===== config.mk =====
export PLATFORM = sky130hd
export DESIGN_NAME = input_feeder
export DESIGN_NICKNAME = d
export VERILOG_FILES = /design/src/rtl/input_feeder.sv
export SDC_FILE = /design/constraint.sdc
export NUM_CORES = 1
export LEC_CHECK = 0
export CAP_MARGIN = 40
export CELL_PAD_IN_SITES_DETAIL_PLACEMENT = 0
export CELL_PAD_IN_SITES_GLOBAL_PLACEMENT = 2
export CORE_ASPECT_RATIO = 1.4
export CORE_MARGIN = 2
export CORE_UTILIZATION = 25
export DETAILED_ROUTE_END_ITERATION = 10
export DONT_BUFFER_PORTS = 1
export GPL_TIMING_DRIVEN = 0
export PLACE_DENSITY = 0.67
export SYNTH_ARGS = -nofsm -noshare
export SYNTH_HDL_FRONTEND = slang
export SYNTH_SLANG_ARGS = --single-unit
export TNS_END_PERCENT = 20

===== constraint.sdc =====
create_clock -name clk -period 3.7 [get_ports clk]
set_input_delay 0.74 -clock clk [delete_from_list [all_inputs] [get_ports clk]]
set_output_delay 0.74 -clock clk [all_outputs]
set_load 0.1 [all_outputs]

===== src/rtl/input_feeder.sv =====
// rtl/input_feeder.sv - batch loader and skewed dequeue sequencer for the input_acc row lanes
module input_feeder #(
    parameter int ROWS   = 4,
    parameter int DEPTH  = 4,
    parameter int ADDR_W = 8
) (
    input  logic                     clk,
    input  logic                     rst,
    input  logic                     start,
    input  logic [ADDR_W-1:0]        base_addr,
    input  logic [7:0]               num_vec,
    output logic                     mem_rd_en,
    output logic [ADDR_W-1:0]        mem_addr,
    input  logic signed [15:0]       mem_rd_data,
    output logic [ROWS-1:0]          acc_wr_en,
    output logic signed [15:0]       acc_wr_data,
    output logic [ROWS-1:0]          acc_rd_en,
    output logic                     busy,
    output logic                     done
);

    localparam int RW = (ROWS > 1) ? $clog2(ROWS) : 1;

    typedef enum logic [2:0] {
        ST_IDLE,
        ST_LOAD,
        ST_FLUSH,
        ST_DRAIN,
        ST_DONE
    } state_t;

    state_t          state;
    logic [7:0]      n_lat;
    logic [15:0]     load_last;
    logic [15:0]     cnt;
    logic [RW-1:0]   rd_row;
    logic            flush_cnt;
    logic            p1_valid;
    logic [RW-1:0]   p1_row;
    logic [7:0]      n_eff;
    logic [15:0]     drain_last;

    // Batch size is clamped to the lane depth so a lane can never overflow.
    assign n_eff      = (num_vec > 8'(DEPTH)) ? 8'(DEPTH) : num_vec;
    assign drain_last = {8'd0, n_lat} + 16'(ROWS) - 16'd2;

    assign busy = (state != ST_IDLE);
    assign done = (state == ST_DONE);

    // Lane r dequeues during drain steps r .. r+N-1, giving the diagonal wavefront.
    function automatic logic [ROWS-1:0] rd_pattern(input logic [15:0] d, input logic [7:0] n);
        logic [ROWS-1:0] p;
        p = '0;
        for (int r = 0; r < ROWS; r++)
            p[r] = (d >= 16'(r)) && (d < 16'(r) + {8'd0, n});
        return p;
    endfunction

    // Sequencer: read addresses during LOAD, pipeline flush, then skewed dequeue strobes.
    always_ff @(posedge clk) begin
        if (rst) begin
            state     <= ST_IDLE;
            n_lat     <= '0;
            load_last <= '0;
            cnt       <= '0;
            rd_row    <= '0;
            flush_cnt <= 1'b0;
            mem_rd_en <= 1'b0;
            mem_addr  <= '0;
            acc_rd_en <= '0;
        end else begin
            case (state)
                ST_IDLE: begin
                    if (start) begin
                        n_lat     <= n_eff;
                        load_last <= 16'(ROWS) * {8'd0, n_eff} - 16'd1;
                        cnt       <= '0;
                        rd_row    <= '0;
                        if (n_eff == 8'd0) begin
                            state <= ST_DONE;
                        end else begin
                            state     <= ST_LOAD;
                            mem_rd_en <= 1'b1;
                            mem_addr  <= base_addr;
                        end
                    end
                end
                ST_LOAD: begin
                    if (cnt == load_last) begin
                        mem_rd_en <= 1'b0;
                        mem_addr  <= '0;
                        flush_cnt <= 1'b0;
                        state     <= ST_FLUSH;
                    end else begin
                        cnt      <= cnt + 16'd1;
                        mem_addr <= mem_addr + ADDR_W'(1);
                        rd_row   <= (rd_row == RW'(ROWS - 1)) ? '0 : rd_row + RW'(1);
                    end
                end
                ST_FLUSH: begin
                    if (flush_cnt) begin
                        cnt       <= '0;
                        acc_rd_en <= rd_pattern(16'd0, n_lat);
                        state     <= ST_DRAIN;
                    end else begin
                        flush_cnt <= 1'b1;
                    end
                end
                ST_DRAIN: begin
                    if (cnt == drain_last) begin
                        acc_rd_en <= '0;
                        state     <= ST_DONE;
                    end else begin
                        cnt       <= cnt + 16'd1;
                        acc_rd_en <= rd_pattern(cnt + 16'd1, n_lat);
                    end
                end
                ST_DONE: begin
                    state <= ST_IDLE;
                end
                default: begin
                    state <= ST_IDLE;
                end
            endcase
        end
    end

    // Write path: tag each read with its row, capture returning data, emit one-hot lane strobe.
    always_ff @(posedge clk) begin
        if (rst) begin
            p1_valid    <= 1'b0;
            p1_row      <= '0;
            acc_wr_en   <= '0;
            acc_wr_data <= '0;
        end else begin
            p1_valid <= mem_rd_en;
            p1_row   <= rd_row;
            if (p1_valid) begin
                acc_wr_en   <= ROWS'(1) << p1_row;
                acc_wr_data <= mem_rd_data;
            end else begin
                acc_wr_en   <= '0;
                acc_wr_data <= '0;
            end
        end
    end

endmodule


Word level (Yosys, flattened, before mapping)
Cells that the tools add are included.
{ "totals": {"regBits": 82, "input_bits": 35, "out_inout_bits": 35, "word_cells": 96} }
{ "op_classes": {"add_sub_neg": 9, "order_cmp": 10, "eq_ne": 14, "shift": 1, "muxes": 28, "n_bitwise": 1, "reduce_logical": 20} }
{ "ops": {"columns": ["cell", "n"], "rows": [
  ["$mux W16", 4],
  ["$pmux W16 S4", 1],
  ["$lt A16 B9 Y1", 3],
  ["$eq A16 B16 Y1", 2],
  ["$ge A16 B1 Y1 const B", 2],
  ["$ge A16 B2 Y1 const B", 2],
  ["$mux W8", 4],
  ["$add A2 B8 Y9 const A", 2],
  ["$add A16 B1 Y16 const B", 1],
  ["$lt A16 B8 Y1", 1],
  ["$pmux W8 S2", 1],
  ["$mux W3", 5],
  ["$ne A2 B2 Y1 const B", 7],
  ["$pmux W3 S4", 1],
  ["$sub A10 B1 Y11 const B", 1],
  ["$sub A9 B2 Y10 const B", 1],
  ["$add A1 B8 Y9 const A", 1],
  ["$add A8 B3 Y9 const B", 1],
  ["$add A8 B1 Y8 const B", 1],
  ["$gt A8 B3 Y1 const B", 1],
  ["$logic_not A8 Y1", 1],
  ["$lt A1 B8 Y1 const A", 1],
  ["$mux W4", 2],
  ["$pmux W4 S2", 1],
  ["other kinds (21)", 36]
]} }

Logic depth before layout (Yosys ltp)
{ "logic_depth": {"word_depth": 6, "ltp_mapped": 13, "mapped_depth_nobuf": 12} }

Least setup slack after synthesis
OpenSTA, ideal clock, no wires.
{ "synth_path": {"path_type": "reg-to-output", "from": "reg state[1]", "to": "out done", "arrival_ns": 2.892, "required_time_ns": 2.960, "slack_ns": 0.068, "path_stages_with_launch": 4, "path_buffers": 2, "path_cell_list": "dfxtp_1 clkbuf_1 clkbuf_1 nor3b_1"} }
{ "synth_between": {"elab_chain_len": 1} }
{ "synth_rtl": {"columns": ["item", "line_no", "source"], "rows": [
  ["start: declaration", "32", "state_t state;"],
  ["start signal: assignment", "62", "state <= ST_IDLE;"],
  ["start signal: assignment", "80", "state <= ST_DONE;"],
  ["start signal: assignment", "82", "state <= ST_LOAD;"],
  ["$eq A3 B3 Y1", "48", "assign done = (state == ST_DONE);"],
  ["end: declaration", "19", "output logic done"]
]} }
Every way passes these cells.

Worst setup path in the final report
{ "layout_path": {"from": "reg cnt[0]", "to": "reg acc_rd_en[3]"} }
{ "layout_between": {"elab_chain_len": 5, "word_cells_on_any_way": 7, "cone_classes": "1 x add/sub; 2 x order compare; 1 x eq/ne; 2 x mux; 1 x reduce/logical"} }
{ "layout_rtl": {"columns": ["item", "line_no", "source"], "rows": [
  ["start: declaration", "35", "logic [15:0] cnt;"],
  ["start signal: assignment", "95", "cnt <= cnt + 16'd1;"],
  ["start signal: assignment", "114", "cnt <= cnt + 16'd1;"],
  ["$add A16 B1 Y16", "115", "acc_rd_en <= rd_pattern(cnt + 16'd1, n_lat);"],
  ["$ge A16 B2 Y1 / $lt A16 B9 Y1 (equally long branches)", "55", "p[r] = (d >= 16'(r)) && (d < 16'(r) + {8'd0, n});"],
  ["$logic_and A1 B1 Y1", "55", null],
  ["$mux W4 *", "110", "if (cnt == drain_last) begin"],
  ["$pmux W4 S2 *", "72", "case (state)"],
  ["end signal: assignment", "103", "acc_rd_en <= rd_pattern(16'd0, n_lat);"],
  ["end signal: assignment", "115", null],
  ["end: declaration", "17", "output logic [ROWS-1:0] acc_rd_en,"]
]} }
Mark *: on every way between the ends. The rest lies on a longest branch, timed or not.
A chain may end at the register's enable or synchronous reset.

==> results.txt <==
- Number of hold-slack violations in the final timing report: 0
- Number of max-capacitance violations reported: 0
- A synthesized cell averages around 8.2 µm².
- The critical path contains buffers and inverters numbering 0 combined.
- Timing would allow up to around 0.29 GHz.
* Launching element type of the critical path: flop
- Once placement finished, the instance area stood at roughly 0.006 mm².
- Detailed routing inserted a total of 4,663 vias.
- Counting every net in the synthesized netlist gives about 690.
- The biggest area contributor in the post-synthesis netlist is dfxtp_1.
* Antenna cells: 0
* Share of total power in sequential cells: around 37%
- Setup repair after global routing left no endpoint under its margin.
* Largest cells by area after synthesis: dfxtp_1 (30%), ha_1 (11%), nand2_1 (5.2%)
- Maximum fanout along the worst path: 9
- Internal: ~0.0016 W
- Data on the critical path is required at its endpoint by just under 4 ns.
* Fraction of registers with async set/reset: 0%
- Cell leakage power: between 2 and 2.5 nW
- Entering global routing, the biggest net connects 14 pins.
* Layout cell share with drive strength beyond 1: 13.57%
- Share of power burned in the clock network: between 30% and 40%
* Worst Path Arrival: between 3 and 4 ns
* Worst slack, placed: approximately 0.097 ns
- Leading register cell type out of synthesis: dfxtp_1
* Number of warning messages in the yosys log: 0
* Buffer count from post-CTS setup fixing: 0
* Row cnt: 61
- Clock-pin slew on the worst setup and hold paths: ~0.060 ns
* Outcome: finished clean
* Min cycle time layout: about 3.4 ns
* Fin Setup TNS: 0 ns
- Half-perimeter wire length of the detailed placement result: 13,230 µm
- Number of flops mapped to enable cells by yosys: 0
- After synthesis the netlist holds a flip-flop and latch count of between 70 and 80.
* Share of the yosys chip area belonging to registers: 30.25%
- Combined area of the multi-input logic cells: 0.003254 mm²
- Summed instance area of the synthesized netlist: a little over 0.005 mm²
- The area growth from synthesis to layout is 25.72%.
* Worst-skew pair later-pin latency: around 0.34 ns
- GRT overflow: 0
* Number of top-level pins: 70
- Initial DRC Count: 212
* Gate family responsible for the most delay along the worst path: compound AO/OA/AOI/OAI gates
- Total number of H-tree levels: 3
* Smallest setup slack after layout: a little under 0.3 ns
* Setup-failing EPs final: 0
- Detail-routed net length per standard cell: roughly 18 µm
- Using the TritonRoute via totals, the vias-per-cell ratio works out to 5.096.
- Effective utilization at floorplan: 25.44%
* Sequential Area: around 0.0015 mm²
* Leading cell types by count after synthesis: dfxtp_1 (76), nand2_1 (70), nor2_1 (49)
- Root Buffer: clkbuf_16
- In this run the vertical extent of the chip is approximately 170 µm.
* Final Cycle Share: roughly 90%
- The largest single stage delay on the critical path is about 0.64 ns.
- The count of buffers added on input and output ports is 0.
* Post-Synthesis Cells: between 600 and 700
- Fill cells in the final layout number roughly 2,100.
- The die covers around 0.021 mm².
- Traced cell by cell, the critical path runs through ha_1, nand3_1, nor3_1, xor2_2, ha_1, o2111ai_1, a21oi_1, a211oi_1, o41ai_1, o21ai_0.
- Once detail routing completed, the nets flagged for antenna violations numbered 0.
- Post-layout nets: about 740
* Library cells used by synthesis: 68
- Die Width: between 100 and 150 µm
- Global-route wire length before repair: roughly 27,000 µm
- Number of antenna violations at the first check in global routing: 0
* Cell Pwr Density: 384.5 mW/mm²
- Among all stages on the critical path, the largest delay is contributed by dfxtp_1.
- Worst min-delay path startpoint: load_last[6]
- Sw Ratio: between 30 and 40%
- TritonCTS built the clock tree.
* Combinational share of power: between 20% and 30%
- No sink is reached through more buffers than the 2 on the longest clock path.
- Number of buffers created by CTS: 9
- Across the routed clock network, the largest skew measured is around 0.0048 ns.
* Hold/Removal Path Class: reg2reg
- Beginning of the worst register-to-register path: cnt[0]
- The worst setup path is captured at a flop.
- The most critical setup path has its startpoint at cnt[0].
* Worst relative slew slack: around 45%
- Final wirelength: approximately 17,000 µm
- Area share of the leading cell type in the synthesized netlist: 30.25%
- Area of the core: roughly 0.020 mm²
* Total Routing Usage GR: approximately 17%
* Top-count cell post-synth: dfxtp_1
* Kind of critical path: reg2reg
- Fin area: about 0.0063 mm²
- By instance count, the cell type seen most on the critical path is ha_1.
- Clock tree synthesis found a total of 76 sinks.
* Detailed Routing Iterations Pass 1: 5
- At the end of routability-driven placement, the weighted congestion stood at 0.8486.
- The number of global-route vias before repair came to between 4,000 and 5,000.
* DR DRC count: 0
* Maximum vdd drop: roughly 0.26 mV
- Count of final max-slew check failures: 0
- In this run the power spent charging and discharging nets is between 0.0008 and 0.0009 W.
- For the pin with the worst max-slew slack, the measured transition is between 0.8 and 0.9 ns.
[power by group through the flow]
stage	clock network (W)	logic, W	registers [W]
2_1_floorplan	0	0.000284	0.00104
3_3_place_gp	0	0.000390	0.00106
3_5_place_dp	0	0.000628	0.000921
4_1_cts	0.000932	0.000630	0.000903
5_1_grt	0.000960	0.000672	0.000908
6_report	0.000903	0.000626	0.000902
[through the flow]
stage / instances / util [%] / hold WS (ns) / power, W
final: 915 / 31.99 / 0.4667 / 0.002431
after detailed placement: 899 / 30.42 / 0.4538 / 0.001549
after floorplan: 612 / - / 0.4219 / 0.001324
after CTS: 915 / 31.95 / 0.4686 / 0.002466
after global placement: 864 / 27.04 / 0.4576 / 0.001446
after global routing: 915 / 31.99 / 0.4913 / 0.002539
[worst paths after layout]
path	cells after the start	slack, ns	endpoint
worst min-delay path	2	0.47	load_last[6]
worst min register to register	2	0.47	load_last[6]
worst max register to register	10	0.29	acc_rd_en[3]
worst max-delay path	10	0.29	acc_rd_en[3]
[timing repair]
action,in CTS,in global routing
endpoints found under the setup margin,0,1
resized for setup,0,1
hold buffers,0,0
[worst register-to-register path, stage by stage (launching register included)]
cell and delay (ns):
dfxtp_1 0.64, ha_1 0.42, nand3_1 0.25, nor3_1 0.35, xor2_2 0.42, ha_1 0.33
o2111ai_1 0.11, a21oi_1 0.07, a211oi_1 0.43, o41ai_1 0.15, o21ai_0 0.17
[cell usage in the layout, fill, tap and decap left out, drive strengths merged, types with 7 or more instances in the layout]
cell     count
dfxtp       76
nand2       70
clkbuf      34
inv         15
xnor2       27
a211oi       7
nor2b       11
and2        20
nand4        8
nor3        25
a21oi       26
o21ai       21
o211ai       7
nor4        11
xor2        16
ha          46
buf         49
nand3       34
nor2        49
o2111ai      8
[registers in the layout, summed over array words and instances (netlist names)]
register     cells
acc_wr_data     16
cnt             16
load_last       10
mem_addr         8
n_lat            8
acc_rd_en        4
acc_wr_en        4
state            3
p1_row           2
rd_row           2
flush_cnt        1
mem_rd_en        1
p1_valid         1
[cells by family after synthesis]
family	synth area share, %
and+or+nand+nor	26.77
buffers and inverters	5.298
DFF	30.25
AOI/OAI and AO/OA	17.19
xor gates and xnor gates	7.637
muxes	1.418
adders and majority gates	11.44
[routing by layer]
layer | global-route usage, % | vias up | share of wire, %
li1 | - | 2291 | -
met1 | 18.33 | 2181 | 40
met2 | 29.67 | 158 | 51
met3 | 3.150 | 33 | 4.6
met4 | 9.634 | 0 | 4.4
met5 | 0 | - | 0
[cell type report]
cell class / instances / share of cell area [%]
buffer: 38 / 3.146
tap: 252 / 4.986
timing repair buffer: 35 / 10.49
clock buffer: 10 / 3.779
clock inverter: 6 / 1.009
sequential: 76 / 24.06
inverter: 18 / 1.068
multi-input combinational: 480 / 51.46
(Power assumes the default switching activity.)
